`config.mk`:
```
export PLATFORM = sky130hd
export DESIGN_NAME = l1d_ram_port_sched
export DESIGN_NICKNAME = d
export VERILOG_FILES = /design/src/rtl/l1d_ram_sched_pkg.sv /design/src/rtl/rr_arbiter.sv /design/src/rtl/l1d_ram_port_sched.sv
export SDC_FILE = /design/constraint.sdc
export NUM_CORES = 1
export LEC_CHECK = 0
export ABC_CLOCK_PERIOD_IN_PS = 1900
export BUFFER_PORTS_ARGS = -buffer_cell sky130_fd_sc_hd__buf_4
export CORE_MARGIN = 2
export CORE_UTILIZATION = 39
export DETAILED_ROUTE_END_ITERATION = 7
export PLACE_DENSITY_LB_ADDON = 0.2
export SLEW_MARGIN = 5
export SYNTH_ARGS = -nofsm -noshare
export SYNTH_HDL_FRONTEND = slang
export SYNTH_SLANG_ARGS = --single-unit
export TNS_END_PERCENT = 30
```
`constraint.sdc`:
```
create_clock -name clk -period 1.9 [get_ports clk]
set_input_delay 0.19 -clock clk [delete_from_list [all_inputs] [get_ports clk]]
set_output_delay 0.19 -clock clk [all_outputs]
set_load 0.005 [all_outputs]
```
`src/rtl/l1d_ram_sched_pkg.sv`:
```
// Shared types and helpers for the L1D RAM port scheduler.
package l1d_ram_sched_pkg;

  typedef enum logic {SCHED_INIT, SCHED_RUN} sched_state_e;

  // Address width for a RAM of the given depth; never narrower than one bit.
  function automatic int addr_w(input int depth);
    return (depth > 1) ? $clog2(depth) : 1;
  endfunction

endpackage

```
`src/rtl/rr_arbiter.sv`:
```
// Round-robin arbiter: grants the first valid requester at or above the
// pointer (with wrap-around), then moves the pointer just past the winner.
module rr_arbiter #(
  parameter int N = 2
) (
  input  logic         clk,
  input  logic         rst_n,
  input  logic         en,
  input  logic [N-1:0] vld,
  output logic [N-1:0] gnt
);

  localparam int PW = (N > 1) ? $clog2(N) : 1;

  logic [PW-1:0] ptr;
  logic [PW-1:0] idx;
  logic [PW-1:0] gnt_idx;
  logic          found;

  // NOTE: every output of an always_comb gets a default first, so no path leaves it unassigned (no latch).
  always_comb begin
    gnt     = '0;
    gnt_idx = '0;
    found   = 1'b0;
    idx     = '0;
    for (int i = 0; i < N; i++) begin
      idx = PW'((int'(ptr) + i) % N);
      if (en && !found && vld[idx]) begin
        found      = 1'b1;
        gnt[idx]   = 1'b1;
        gnt_idx    = idx;
      end
    end
  end

  // NOTE: sequential state uses non-blocking assignments only.
  always_ff @(posedge clk or negedge rst_n) begin
    if (!rst_n) begin
      ptr <= '0;
    end else if (found) begin
      ptr <= (gnt_idx == PW'(N - 1)) ? '0 : gnt_idx + 1'b1;
    end
  end

endmodule

```
`src/rtl/l1d_ram_port_sched.sv`:
```
// Read/write port scheduler for a 1R1W L1D register RAM: round-robin grants,
// 1-cycle write-first read responses, and a zero-fill sweep after reset/flush.
module l1d_ram_port_sched
  import l1d_ram_sched_pkg::*;
#(
  parameter  int WIDTH  = 8,
  parameter  int DEPTH  = 8,
  parameter  int NUM_RD = 2,
  parameter  int NUM_WR = 2,
  localparam int AW     = addr_w(DEPTH)
) (
  input  logic                    clk,
  input  logic                    rst_n,
  input  logic                    flush_req_i,
  output logic                    init_done_o,
  input  logic [NUM_RD-1:0]       rd_req_vld_i,
  input  logic [NUM_RD*AW-1:0]    rd_req_addr_i,
  output logic [NUM_RD-1:0]       rd_req_rdy_o,
  output logic [NUM_RD-1:0]       rd_resp_vld_o,
  output logic [WIDTH-1:0]        rd_resp_data_o,
  input  logic [NUM_WR-1:0]       wr_req_vld_i,
  input  logic [NUM_WR*AW-1:0]    wr_req_addr_i,
  input  logic [NUM_WR*WIDTH-1:0] wr_req_data_i,
  output logic [NUM_WR-1:0]       wr_req_rdy_o,
  output logic                    ram_re_o,
  output logic [AW-1:0]           ram_ra_o,
  input  logic [WIDTH-1:0]        ram_rd_i,
  output logic                    ram_we_o,
  output logic [AW-1:0]           ram_wa_o,
  output logic [WIDTH-1:0]        ram_wd_o
);

  sched_state_e      state, state_nxt;
  logic [AW-1:0]     cnt, cnt_nxt;
  logic              run;
  logic [NUM_RD-1:0] rd_gnt;
  logic [NUM_WR-1:0] wr_gnt;
  logic              fwd;

  assign run         = (state == SCHED_RUN);
  assign init_done_o = run;

  // NOTE: the RAM array itself has no reset; the INIT sweep writes zeros to every entry instead.
  always_ff @(posedge clk or negedge rst_n) begin
    if (!rst_n) begin
      state <= SCHED_INIT;
      cnt   <= '0;
    end else begin
      state <= state_nxt;
      cnt   <= cnt_nxt;
    end
  end

  always_comb begin
    state_nxt = state;
    cnt_nxt   = cnt;
    case (state)
      SCHED_INIT: begin
        if (cnt == AW'(DEPTH - 1)) begin
          state_nxt = SCHED_RUN;
          cnt_nxt   = '0;
        end else begin
          cnt_nxt = cnt + 1'b1;
        end
      end
      SCHED_RUN: begin
        if (flush_req_i) begin
          state_nxt = SCHED_INIT;
          cnt_nxt   = '0;
        end
      end
      default: state_nxt = SCHED_INIT;
    endcase
  end

  rr_arbiter #(.N(NUM_RD)) u_rd_arb (
    .clk   (clk),
    .rst_n (rst_n),
    .en    (run),
    .vld   (rd_req_vld_i),
    .gnt   (rd_gnt)
  );

  rr_arbiter #(.N(NUM_WR)) u_wr_arb (
    .clk   (clk),
    .rst_n (rst_n),
    .en    (run),
    .vld   (wr_req_vld_i),
    .gnt   (wr_gnt)
  );

  assign rd_req_rdy_o = rd_gnt;
  assign wr_req_rdy_o = wr_gnt;

  // Grants are zero outside RUN, so the sweep override below never collides with traffic.
  always_comb begin
    ram_re_o = |rd_gnt;
    ram_ra_o = '0;
    ram_we_o = |wr_gnt;
    ram_wa_o = '0;
    ram_wd_o = '0;
    for (int i = 0; i < NUM_RD; i++) begin
      if (rd_gnt[i]) ram_ra_o = rd_req_addr_i[i*AW +: AW];
    end
    for (int i = 0; i < NUM_WR; i++) begin
      if (wr_gnt[i]) begin
        ram_wa_o = wr_req_addr_i[i*AW +: AW];
        ram_wd_o = wr_req_data_i[i*WIDTH +: WIDTH];
      end
    end
    if (!run) begin
      ram_we_o = 1'b1;
      ram_wa_o = cnt;
      ram_wd_o = '0;
      ram_re_o = 1'b0;
    end
  end

  // Same-cycle write to the read address wins over the stale RAM contents.
  assign fwd = ram_we_o && ram_re_o && (ram_wa_o == ram_ra_o);

  always_ff @(posedge clk or negedge rst_n) begin
    if (!rst_n) begin
      rd_resp_vld_o  <= '0;
      rd_resp_data_o <= '0;
    end else begin
      rd_resp_vld_o <= rd_gnt;
      if (|rd_gnt) rd_resp_data_o <= fwd ? ram_wd_o : ram_rd_i;
    end
  end

endmodule

```
[Word level (Yosys, flattened, before mapping)]
Cells that the tools add are included.
Cells by class
  bitwise gates (word level): 3
  order comparisons: 8
  reductions and logical operators: 16
  add/sub/neg operators: 5
  equality and inequality tests: 3
  multiplexer cells: 47
Operators by type and width (count)
  $mux W8: 4
  $mux W1: 26
  $mux W3: 7
  $logic_and A1 B1 Y1: 12
  $lt A1 B2 Y1 const B: 4
  $mux W2: 4
  $pmux W3 S2: 1
  $add A1 B1 Y1 const B: 4
  $demux W1 S1: 4
  $ge A1 B1 Y1 const B: 4
  $or A2 B2 Y2: 2
  $reduce_or A2 Y1: 2
  $add A3 B1 Y3 const B: 1
  $eq A3 B3 Y1: 1
  $eq A3 B3 Y1 const B: 1
  $logic_not A1 Y1: 2
  $ne A2 B2 Y1 const B: 1
  $pmux W1 S2: 1
  $not A1 Y1: 1
Word-level totals
  flip-flop bits (word level): 16
  input port bits: 43

[Logic depth before layout (Yosys ltp)]
  depth after elaboration: 14
  depth in mapped cells: 7
  gate-level depth less buffers: 6

[Modules after synthesis]
A second synthesis with hierarchy kept.
Unflattened totals
  cells, all modules: 111
  area, all modules: 1041.0 um^2
By module, submodules not included
  l1d_ram_port_sched: area each 918.4 um^2, cells each 95, times used 1
  rr_arbiter: area each 61.3 um^2, cells each 8, times used 2

[Worst setup path before layout]
No wires, ideal clock.
  path type: register to register
  from: register (tool-made name)
  to: register rd_resp_data_o[0]
  buffers on the path: 0
  stages on the path, launching flop included: 7
  slack: -0.042 ns
  arrival time: 1.799 ns
  cells stage by stage: dfrtp_1 -> nand2b_4 -> and3_1 -> a221o_4 -> xnor2_4 -> o41ai_1 -> a31oi_1
RTL lines
  end signal: assignment: RTL line l1d_ram_port_sched.sv:128  | if (|rd_gnt) rd_resp_data_o <= fwd ? ram_wd_o : ram_rd_i;
  end: declaration: RTL line l1d_ram_port_sched.sv:20  | output logic [WIDTH-1:0] rd_resp_data_o,

==> impl_metrics.yaml <==
global_route:
  track_usage_pct: 20.9
  grt_pass1_wl_um: 5690
  grt_max_degree: 18
  antenna_found_initial: 0
  grt_overflow: 0
  grt_pass1_vias: 1275
worst_setup_path:
  criticalPathCategory: "reg2reg"
  critPathMaxFanout: 8
  critPathBufInv: 0
  cp-end-kind: "flip-flop"
  cp_cell_sequence: "nand2b_4 -> and3_4 -> a221o_4 -> xnor2_4 -> o41ai_2 -> a31oi_1"
  worstSetupStartpointType: "flip-flop"
  crit_required_ps: 2060
  crit_family: "compound AO/OA/AOI/OAI gates"
  slowest_delay_ps: 420
  worstPathArrival_ps: 2140
  crit_slowest_cell: "dfrtp_2"
synth:
  yosysUniqueCellTypes: 39
  netlist_area_sq_mm: 0.00122
  async_flop_share_pct: 100
  seq_area_frac_synth_pct: 32.8
  ys_warn_count: 0
  syn_area_per_cell_sq_um: 9.93
  synth_edf_count: 0
  syn_nets: 168
  ys_seq_elements: 16
  synth-main-ff-cell: "dfrtp_1"
  synthCells: 123
timing:
  finalHoldViolations: 0
  worst_pin_slew_ps: 576
  clock_skew_ps: 4.68
  timing.final.crit_period_ps: 1980
  finalSetupTns_ps: -463
  fmax_mhz: 506
  relSlewSlack_pct: 61.6
  rsz0062_at_grt: "true"
  fin_crit_sh_pct: 104
  setup_viol: 9
  final_max_slew_viol_count: 0
  setup_slack_ps: -75.7
power:
  swShare_pct: 42.9
  p_switching_uw: 1160
  pwr-share-clk_pct: 8.5
  leakagePower_uw: 0.000934
  peakVddDrop_uv: 673
  p_int_uw: 1540
  p_total_uw: 2690
  pwr-share-seq_pct: 22.5
  power_frac_comb_pct: 68.9
  powerDensity_mw_per_mm2: 1320
placed_design:
  port_buffers: 73
  hpwl_um: 2990
  place_ws_ps: -104
  place_congestion: 0.789
run:
  max_cap_violations: 0
clock_network:
  numCtsBuffers: 3
  clkTransAtPathRegs_ps: 100
  cts_num_sinks: 16
  max-clock-path-buffers: 2
  root_buffer: "clkbuf_4"
  insertion_delay_ps: 280
  htreeDepth: 1
  cts_tree: "built"
die:
  rows: 20
  start_util_pct: 40.7
  die-area_sq_mm: 0.00359
  die_w_um: 60.0
  design.core.area_sq_mm: 0.00300
  io_pins: 74
  die_h_um: 60.0
status:
  outcome: "complete, but fails checks"
  violations: "negative setup slack"
layout:
  seq_area_sq_um: 403
  synthToLayoutAreaGrowth_pct: 67.5
  multi_input_area_sq_um: 883
  layout_commonest_cell: "buf_4"
  fin_nets: 255
  num-fill-cells: 236
  final_cell_mix: "85 x buf_4, 14 x dfrtp_1, 12 x nor2_1"
  drive_gt1_share_pct: 58.4
  insertedDiodeCount: 0
route:
  drtIter0Drc: 80
  firstDrtPassIters: 4
  ant_nets: 0
  drt_drc_violations_left: 0
  vias: 1315
  via_per_inst: 5.43
  wirelength_um: 3660
  wl_per_cell_um: 15.1
hold_path:
  hold_path.class: "in2reg"
-- per-stage QoR --
step / utilization (%) / cells / cell area (sq um) / hold slack [ps]
floorplan: - / 123 / 1300 / -106
global placement: 65.0 / 236 / 1950 / 64.3
detailed placement: 65.0 / 236 / 1950 / 65.2
CTS: 67.8 / 242 / 2040 / 79.0
global route: 68.1 / 242 / 2050 / 89.4
finish: 68.1 / 242 / 2050 / 85.9
-- path summary, 6_finish.rpt --
path | slack (ps) | cells after the start | start | end
max in group asynchronous | 1400 | 2 | rst_n | async pin
min in group asynchronous | 290 | 2 | rst_n | rd_resp_data_o[6]
worst max register to register | -80 | 6 | flip-flop | rd_resp_data_o[1]
worst min-delay path | 90 | 2 | flush_req_i | init_done_o
worst min register to register | 560 | 1 | flip-flop | flip-flop
worst max-delay path | -80 | 6 | flip-flop | rd_resp_data_o[1]
-- power groups by stage --
stage / clock network (uW) / registers (uW) / logic (uW)
6_report: 229 / 607 / 1860
5_1_grt: 257 / 631 / 2010
4_1_cts: 236 / 607 / 1850
3_5_place_dp: 0 / 616 / 1790
3_3_place_gp: 0 / 601 / 1740
2_1_floorplan: 0 / 616 / 1050
-- layer usage --
layer  vias to the layer above  track usage (%)  wire length [um]
met3                         2             4.33               191
met2                        42             39.0              1940
met5                         -                0                 0
li1                        645                -                 -
met4                         0             4.13                14
met1                       626             24.4              1510
-- cells by family (layout without fill, tap and decap cells) --
logic type,after synthesis,after routing,share of synthesized area (%)
buffers and inverters,9,95,3.69
flip-flops,16,16,32.8
XOR/XNOR,6,6,9.22
adder cells (fa/ha/maj),2,2,2.05
AND/OR/NAND/NOR,48,48,21.7
multiplexers,2,2,2.97
AO/OA/AOI/OAI,40,40,27.6
-- final cells by class --
| cell class | instances | area share (%) |
|---|---|---|
| inverter | 3 | 0.550 |
| clock buffer | 4 | 1.77 |
| tap | 33 | 2.02 |
| multi-input combinational | 98 | 43.2 |
| sequential | 16 | 19.7 |
| timing repair buffer | 88 | 32.8 |
-- cells in the mapped netlist, types with 2 or more instances --
master    instances  area, sq um
dfrtp_1          16          400
nor2_1           12         45.0
nor2b_1          10         62.6
a31oi_1           9         56.3
a22oi_1           8         60.1
nand4_1           8         50.1
o41ai_1           8         70.1
nand2_1           7         26.3
clkbuf_1          4         15.0
and3_1            3         18.8
a21oi_1           2         10.0
and2_1            2         12.5
ha_1              2         25.0
inv_1             2         7.51
nor2_2            2         12.5
nor2b_2           2         17.5
o21ai_0           2         10.0
o22ai_1           2         12.5
xor2_2            2         32.5
-- worst reg2reg max path: stages (launching register included) --
cell and delay (ps):
dfrtp_2 420, nand2b_4 160, and3_4 170, a221o_4 420, xnor2_4 210, o41ai_2 360, a31oi_1 120
-- timing repair --
action | CTS | global route
buffers inserted | 1 | 0
endpoints found under the hold margin | 16 | 0
setup endpoints to repair | 11 | 18
hold buffers | 1 | 0
pin swaps | 0 | 0
cloned | 0 | 0
gates resized for setup | 4 | 4
Power figures use the tool's default switching activity.
